$ cat config.mk
export PLATFORM = sky130hd
export DESIGN_NAME = press_classifier_flat
export DESIGN_NICKNAME = d
export VERILOG_FILES = /design/src/rtl/press_classifier_if.sv /design/src/rtl/press_classifier.sv /design/src/flat_wrapper.sv
export SDC_FILE = /design/constraint.sdc
export NUM_CORES = 1
export LEC_CHECK = 0
export CAP_MARGIN = 25
export CORE_UTILIZATION = 43
export CTS_CLUSTER_SIZE = 30
export DETAILED_ROUTE_END_ITERATION = 7
export HOLD_SLACK_MARGIN = 0.12
export SLEW_MARGIN = 20
export SYNTH_ARGS = -nofsm -noshare
export SYNTH_HDL_FRONTEND = slang
export SYNTH_SLANG_ARGS = --single-unit
$ cat constraint.sdc
create_clock -name clk -period 3.39 [get_ports clk]
set_input_delay 0.5085 -clock clk [delete_from_list [all_inputs] [get_ports clk]]
set_output_delay 0.5085 -clock clk [all_outputs]
set_load 0.02 [all_outputs]
$ cat src/rtl/press_classifier_if.sv
// Signal bundle between a press_classifier instance and its consumer.
// master drives the raw button level; slave (the classifier) returns the conditioned events.
interface press_classifier_if;
    logic btn_raw;
    logic btn_level;
    logic press;
    logic short_pulse;
    logic long_pulse;
    logic held_long;

    modport master (
        output btn_raw,
        input  btn_level,
        input  press,
        input  short_pulse,
        input  long_pulse,
        input  held_long
    );

    modport slave (
        input  btn_raw,
        output btn_level,
        output press,
        output short_pulse,
        output long_pulse,
        output held_long
    );
endinterface

$ cat src/rtl/press_classifier.sv
// Button conditioning: 2-flop sync, debounce, short/long press classification with one-cycle pulses.
// Optional auto-repeat of long_pulse while held is enabled by defining PRESS_REPEAT_EN.
module press_classifier #(
    parameter int DEB_CYCLES    = 1_000_000,
    parameter int LONG_CYCLES   = 200_000_000,
    parameter int REPEAT_CYCLES = 50_000_000
) (
    input  logic             clk,
    input  logic             rst,
    press_classifier_if.slave btn_if
);
    localparam int DCNT_W = $clog2(DEB_CYCLES);
    localparam int HCNT_W = $clog2(LONG_CYCLES) + 1;
    localparam logic [DCNT_W-1:0] DCNT_LAST = DCNT_W'(DEB_CYCLES - 1);
    localparam logic [HCNT_W-1:0] HCNT_LAST = HCNT_W'(LONG_CYCLES - 1);
    localparam logic [HCNT_W-1:0] HCNT_MAX  = '1;

    typedef enum logic [1:0] {
        ST_IDLE,
        ST_PRESSED,
        ST_LONG
    } state_t;

    // Elaboration-time sanity check on the timing parameters.
    if (DEB_CYCLES < 2 || LONG_CYCLES <= DEB_CYCLES || REPEAT_CYCLES < 1) begin : g_param_check
        $error("press_classifier: invalid DEB_CYCLES/LONG_CYCLES/REPEAT_CYCLES");
    end

    logic [1:0]        sync_q;
    logic              s;
    logic              level_q, level_d;
    logic [DCNT_W-1:0] dcnt_q, dcnt_d;
    logic              rise, fall;

    state_t            state_q, state_d;
    logic [HCNT_W-1:0] hcnt_q, hcnt_d;
    logic              press_q, press_d;
    logic              short_q, short_d;
    logic              long_q, long_d;
    logic              held_q, held_d;
    logic              rpt_fire;

    always_ff @(posedge clk or posedge rst) begin
        if (rst) begin
            sync_q <= 2'b00;
        end else begin
            sync_q <= {sync_q[0], btn_if.btn_raw};
        end
    end

    assign s = sync_q[1];

    // A level change is accepted only after DEB_CYCLES consecutive disagreeing samples.
    always_comb begin
        dcnt_d  = '0;
        level_d = level_q;
        rise    = 1'b0;
        fall    = 1'b0;
        if (s != level_q) begin
            if (dcnt_q == DCNT_LAST) begin
                level_d = s;
                rise    = s;
                fall    = ~s;
            end else begin
                dcnt_d = dcnt_q + 1'b1;
            end
        end
    end

    always_ff @(posedge clk or posedge rst) begin
        if (rst) begin
            level_q <= 1'b0;
            dcnt_q  <= '0;
        end else begin
            level_q <= level_d;
            dcnt_q  <= dcnt_d;
        end
    end

`ifdef PRESS_REPEAT_EN
    localparam int RCNT_W = (REPEAT_CYCLES > 1) ? $clog2(REPEAT_CYCLES) : 1;
    localparam logic [RCNT_W-1:0] RCNT_LAST = RCNT_W'(REPEAT_CYCLES - 1);

    logic [RCNT_W-1:0] rcnt_q, rcnt_d;

    // Counter sits at zero outside LONG, so it restarts from 0 on every entry.
    always_comb begin
        rcnt_d   = '0;
        rpt_fire = 1'b0;
        if (state_q == ST_LONG && !fall) begin
            if (rcnt_q == RCNT_LAST) begin
                rpt_fire = 1'b1;
            end else begin
                rcnt_d = rcnt_q + 1'b1;
            end
        end
    end

    always_ff @(posedge clk or posedge rst) begin
        if (rst) begin
            rcnt_q <= '0;
        end else begin
            rcnt_q <= rcnt_d;
        end
    end
`else
    assign rpt_fire = 1'b0;
`endif

    // Fall is tested before the long threshold so a coincident release stays a short press.
    always_comb begin
        state_d = state_q;
        hcnt_d  = hcnt_q;
        press_d = 1'b0;
        short_d = 1'b0;
        long_d  = 1'b0;
        case (state_q)
            ST_IDLE: begin
                hcnt_d = '0;
                if (rise) begin
                    state_d = ST_PRESSED;
                    press_d = 1'b1;
                end
            end
            ST_PRESSED: begin
                if (hcnt_q != HCNT_MAX) begin
                    hcnt_d = hcnt_q + 1'b1;
                end
                if (fall) begin
                    state_d = ST_IDLE;
                    short_d = 1'b1;
                end else if (hcnt_q == HCNT_LAST) begin
                    state_d = ST_LONG;
                    long_d  = 1'b1;
                end
            end
            ST_LONG: begin
                if (fall) begin
                    state_d = ST_IDLE;
                end else if (rpt_fire) begin
                    long_d = 1'b1;
                end
            end
            default: begin
                state_d = ST_IDLE;
            end
        endcase
        held_d = (state_d == ST_LONG);
    end

    always_ff @(posedge clk or posedge rst) begin
        if (rst) begin
            state_q <= ST_IDLE;
            hcnt_q  <= '0;
            press_q <= 1'b0;
            short_q <= 1'b0;
            long_q  <= 1'b0;
            held_q  <= 1'b0;
        end else begin
            state_q <= state_d;
            hcnt_q  <= hcnt_d;
            press_q <= press_d;
            short_q <= short_d;
            long_q  <= long_d;
            held_q  <= held_d;
        end
    end

    assign btn_if.btn_level   = level_q;
    assign btn_if.press       = press_q;
    assign btn_if.short_pulse = short_q;
    assign btn_if.long_pulse  = long_q;
    assign btn_if.held_long   = held_q;

endmodule

$ cat src/flat_wrapper.sv
// flat-port wrapper written by rule: the top's interface ports become plain ports
module press_classifier_flat 
#(
    parameter int DEB_CYCLES    = 1_000_000,
    parameter int LONG_CYCLES   = 200_000_000,
    parameter int REPEAT_CYCLES = 50_000_000
)
  (clk, rst, btn_if_btn_raw, btn_if_btn_level, btn_if_press, btn_if_short_pulse, btn_if_long_pulse, btn_if_held_long);
  press_classifier_if btn_if_i ();
  input  logic clk;
  input  logic rst;
  input wire logic [$bits(btn_if_i.btn_raw)-1:0] btn_if_btn_raw;
  output wire logic [$bits(btn_if_i.btn_level)-1:0] btn_if_btn_level;
  output wire logic [$bits(btn_if_i.press)-1:0] btn_if_press;
  output wire logic [$bits(btn_if_i.short_pulse)-1:0] btn_if_short_pulse;
  output wire logic [$bits(btn_if_i.long_pulse)-1:0] btn_if_long_pulse;
  output wire logic [$bits(btn_if_i.held_long)-1:0] btn_if_held_long;
  assign btn_if_i.btn_raw = btn_if_btn_raw;
  assign btn_if_btn_level = btn_if_i.btn_level;
  assign btn_if_press = btn_if_i.press;
  assign btn_if_short_pulse = btn_if_i.short_pulse;
  assign btn_if_long_pulse = btn_if_i.long_pulse;
  assign btn_if_held_long = btn_if_i.held_long;
  press_classifier #(.DEB_CYCLES(DEB_CYCLES), .LONG_CYCLES(LONG_CYCLES), .REPEAT_CYCLES(REPEAT_CYCLES)) u_core (.clk(clk), .rst(rst), .btn_if(btn_if_i));
endmodule
## After elaboration in Yosys (flattened, before gate mapping)

Cells that the tools add are included.

| storage, ports and cells | value |
|---|---|
| flip-flop bits (word level) | 58 |
| input bits | 3 |
| output and inout bits | 5 |
| logic and storage cells | 44 |

| operators by class | value |
|---|---|
| $add $sub $neg | 2 |
| eq/ne operators | 8 |
| multiplexer cells | 20 |
| bitwise logic cells | 1 |
| reductions and logical operators | 4 |

Operator list:

| operator | number |
|---|---|
| $pmux 29 s2 | 1 |
| $mux 20 | 2 |
| $add 29x1->29 const B | 1 |
| $eq 29x28->1 const B | 1 |
| $mux 29 | 1 |
| $ne 29x29->1 const B | 1 |
| $add 20x1->20 const B | 1 |
| $eq 20x20->1 const B | 1 |
| $mux 1 | 11 |
| $mux 2 | 4 |
| $pmux 2 s3 | 1 |
| $eq 2x2->1 const B | 2 |
| $reduce_and 2->1 | 2 |
| $eq 2x1->1 const B | 1 |
| $logic_not 2->1 | 1 |
| $ne 2x1->1 const B | 1 |
| $reduce_bool 2->1 | 1 |
| $ne 1x1->1 | 1 |
| $not 1->1 | 1 |

## Logic depth before layout (Yosys ltp)

| depth | value |
|---|---|
| depth after elaboration | 6 |
| mapped depth | 9 |
| gate-level depth less buffers | 6 |

## Worst setup path after synthesis

No wires, ideal clock.

| timing | value |
|---|---|
| kind | register to register |
| start point | register u_core.dcnt_q[0] |
| end point | register u_core.dcnt_q[11] |
| library setup time | 0.121 ns |
| arrival | 1.791 ns |
| data required time | 3.269 ns |
| path slack | 1.478 ns |
| stages on the path, launching flop included | 8 |
| path buffers | 1 |
| clock period less this slack | 1.912 ns |
| cells stage by stage | dfrtp_1 -> ha_1 -> and3_1 -> nand3_1 -> nor4_1 -> nand2b_1 -> buf_2 -> nor2_1 |

| between the ends | value |
|---|---|
| cells in the longest elaborated chain, start to end | 3 |
| elaborated cells on any way between the ends | 4 |
| classes of those cells | add/sub (1); eq/ne (1); mux (2) |

Ends and longest elaborated chain:

| item | line | source |
|---|---|---|
| start, declared | press_classifier.sv:32 | `logic [DCNT_W-1:0] dcnt_q, dcnt_d;` |
| start signal, assigned | press_classifier.sv:76 | `dcnt_q <= dcnt_d;` |
| $add 20x1->20 or $eq 20x20->1 (tied branches) | press_classifier.sv:65, press_classifier.sv:60 |  |
| $mux 20 * | press_classifier.sv:60 | `if (dcnt_q == DCNT_LAST) begin` |
| $mux 20 * | press_classifier.sv:59 | `if (s != level_q) begin` |
| via u_core.dcnt_d[11] | press_classifier.sv:32 |  |

Mark *: on every way through the listed nets, which the timed path passes. The rest lies on a longest branch.
A chain may end at the register's enable or synchronous reset.

## Worst setup path after layout

Ends and elaborated chain as after synthesis.

==> results.sh <==
export IMPL_synth_seq_cells=58
export IMPL_power_density_nw_per_um2=417
export IMPL_status="completed"
export IMPL_path_clk_slew_ps=70
export IMPL_slowest_delay_ps=670
export IMPL_dpl_hpwl_mm=4.68
export IMPL_cts_hold_buffers_added=0
export IMPL_io_buffer_count=7
export IMPL_finalSetupTns_ps=0
export IMPL_ys_seq_area_share_pct=47.5
export IMPL_cts_resized=0
export IMPL_die_w_um=86.3
export IMPL_p_leak_nw=1.38
export IMPL_post_cts_setup_buffers=0
export IMPL_final_hold_viol_count=0
export IMPL_reg2reg_depth=6
export IMPL_hold_depth=0
export IMPL_coreArea_sq_um=6830
export IMPL_synth_fp_nets=334
export IMPL_ys_types=43
export IMPL_drt_initial_drc_count=184
export IMPL_grt_max_degree=29
export IMPL_routed_wl_mm=7.00
export IMPL_yosysWarnings=0
export IMPL_place_congestion=0.809
export IMPL_clkLatencyLatePin_ps=330
export IMPL_cts_num_sinks=58
export IMPL_ys_flop_type="dfrtp_1"
export IMPL_critPathLaunchType="flip-flop"
export IMPL_nets=343
export IMPL_firstDrtPassIters=5
export IMPL_rows=30
export IMPL_netlist_instances=329
export IMPL_ir_worst_vdd_mv=0.311
export IMPL_worstPathArrival_ps=2750
export IMPL_worst_slew_pin_slew_ps=854
export IMPL_ant_nets=0
export IMPL_maxCapViolations=0
export IMPL_rsz0062_at_grt="no"
export IMPL_antenna_found_initial=0
export IMPL_layout_drive_gt1_share_pct=7.87
export IMPL_worstSetupEndpointType="flip-flop"
export IMPL_cpMaxStageDelayCell="nor4_1"
export IMPL_grt_total_usage_pct=20.6
export IMPL_clockRootBuffer="clkbuf_8"
export IMPL_start_util_pct=44.7
export IMPL_synth_enable_flop_cells=0
export IMPL_die_h_um=86.3
export IMPL_min_period_ps=2570
export IMPL_totalPowerFinal_mw=1.44
export IMPL_final_setup_viol_count=0
export IMPL_diodes=0
export IMPL_cts_buffer_depth=2
export IMPL_required_ps=3570
export IMPL_syn_area_per_cell_sq_um=9.29
export IMPL_grt_pass1_vias=2388
export IMPL_area_growth_pct=12.5
export IMPL_cts_max_level=3
export IMPL_hold_path_class="flip-flop to flip-flop"
export IMPL_slew_headroom_pct=42.9
export IMPL_critPathKind="flip-flop to flip-flop"
export IMPL_cts_buffers=9
export IMPL_vias=2551
export IMPL_synth_area_sq_um=3060
export IMPL_path_cells="ha_1 -> and3_1 -> nand3_1 -> nor4_1 -> nand2b_1 -> nor2_1"
export IMPL_wl_per_cell_um=15.9
export IMPL_fmax_ghz=0.389
export IMPL_slew_violations=0
export IMPL_critPathMaxFanout=20
export IMPL_ys_async_sr_fraction_pct=100
export IMPL_grt_ovfl_total=0
export IMPL_fin_crit_sh_pct=75.8
export IMPL_grt_pass1_wl_mm=11.9
export IMPL_drc=0
export IMPL_die_area_sq_um=7450
export IMPL_io_pins=8
export IMPL_clock_skew_ps=6.74
export IMPL_viasPerCell=5.81
export IMPL_cts_tree="yes"
==> metal layers <==
layer  routed length [um]  GRT usage [%]  part of all wire, %  vias to the layer above
li1                     -              -                    -                     1244
met1                 3670           30.1                   52                     1231
met2                 2980           30.7                   43                       62
met3                  272           4.95                  3.9                       14
met4                   80           5.61                  1.1                        0
met5                    0              0                    0                        -
==> cell usage after synthesis, types with 2 or more instances <==
cell	instances	area share (%)
o311ai_0	2	0.57
and2_1	3	0.61
nand2b_1	2	0.41
xnor2_1	10	2.9
nand4_1	15	3.1
clkbuf_1	5	0.61
o21a_1	3	0.74
o22a_1	2	0.57
or4_1	7	1.7
ha_1	2	0.82
nand3_1	20	3.3
xor2_1	9	2.6
or2_2	2	0.41
a31oi_1	2	0.41
o31ai_1	12	2.9
nor4_1	10	2.0
nor2_1	29	3.6
or3_1	8	1.6
nor3_1	7	1.1
o31a_1	3	0.86
inv_1	8	0.98
nand2_1	28	3.4
dfrtp_1	58	47
o41ai_1	3	0.86
buf_4	2	0.49
o211ai_1	2	0.49
o21ai_0	20	3.3
and3_1	9	1.8
and4_1	6	1.7
nor2b_1	3	0.61
or4b_1	2	0.65
a21oi_1	18	2.9
buf_2	7	1.1
==> stage by stage <==
| stage | hold WS (ps) | instances | setup slack (ps) | util (%) | instance area [sq um] |
|---|---|---|---|---|---|
| final | 351 | 439 | 821 | 50.3 | 3440 |
| after global routing | 361 | 439 | 489 | 50.3 | 3440 |
| after CTS | 357 | 439 | 825 | 50.3 | 3440 |
| after detailed placement | 345 | 423 | 835 | 47.1 | 3220 |
| after global placement | 335 | 423 | 942 | 47.1 | 3220 |
| after floorplan | 331 | 329 | 1450 | - | 3060 |
==> power breakdown <==
part           total (mW)  internal, mW  switching [mW]
Combinational      0.0273       0.00684          0.0205
Clock               0.708         0.432           0.277
Sequential          0.700         0.696         0.00362
==> cell type report <==
cell class | count | area [sq um]
Fill cell | 684 | 3390
Multi-Input combinational cell | 248 | 1510
Sequential cell | 58 | 1450
Clock buffer | 11 | 141
Tap cell | 96 | 120
Timing Repair Buffer | 12 | 108
Clock inverter | 5 | 77.6
Inverter | 9 | 33.8
==> registers in the layout (all words and copies together) (netlist names) <==
register and cells:
u_core.btn_if.btn_level 1, u_core.btn_if.held_long 1, u_core.hcnt_q 29, u_core.state_q 2, u_core.btn_if.short_pulse 1, u_core.btn_if.long_pulse 1
u_core.dcnt_q 20, u_core.sync_q 2, u_core.btn_if.press 1
==> worst max-delay path, delay by kind of cell, from the launching register on <==
| kind | cells | cell delay, ps |
|---|---|---|
| AND/OR/NAND/NOR | 5 | 1810 |
| flip-flops | 1 | 390 |
| adder cells (fa/ha/maj) | 1 | 210 |
==> logic make-up after synthesis <==
family                     share of synthesized area (%)
adders and majority gates                          0.819
and+or+nand+nor                                     28.6
DFF                                                 47.5
buffers and inverters                               3.36
xor gates and xnor gates                            5.44
AOI/OAI and AO/OA                                   14.3
==> path summary, 6_finish.rpt <==
kind / start / endpoint / slack [ps]
setup / recovery: u_core.dcnt_q[0] / u_core.dcnt_q[11] / 820
hold / removal: u_core.sync_q[0] / u_core.sync_q[1] / 350
setup reg to reg: u_core.dcnt_q[0] / u_core.dcnt_q[11] / 820
hold reg to reg: u_core.sync_q[0] / u_core.sync_q[1] / 350
max in group asynchronous: rst / u_core.hcnt_q[14] / 2170
min in group asynchronous: rst / u_core.hcnt_q[27] / 570
==> layout by cell type, fill, tap and decap left out, drive strengths merged, types with 3 or more instances in the layout <==
cell type,netlist,final
nor4,10,10
and2,3,3
clkinv,1,3
clkbuf,5,11
or2,3,3
o31a,3,3
or3,8,8
a21oi,18,18
o41ai,3,3
nand2,28,28
o21a,3,3
buf,9,5
or4,7,7
and3,9,9
o31ai,12,12
nor2,29,29
nand4,16,16
xor2,9,9
nor2b,3,3
xnor2,10,10
nor3,7,7
clkdlybuf4s50,0,7
inv,8,8
dfrtp,58,58
and4,6,6
nand3,21,21
o21ai,20,20
Power figures use the tool's default switching activity.
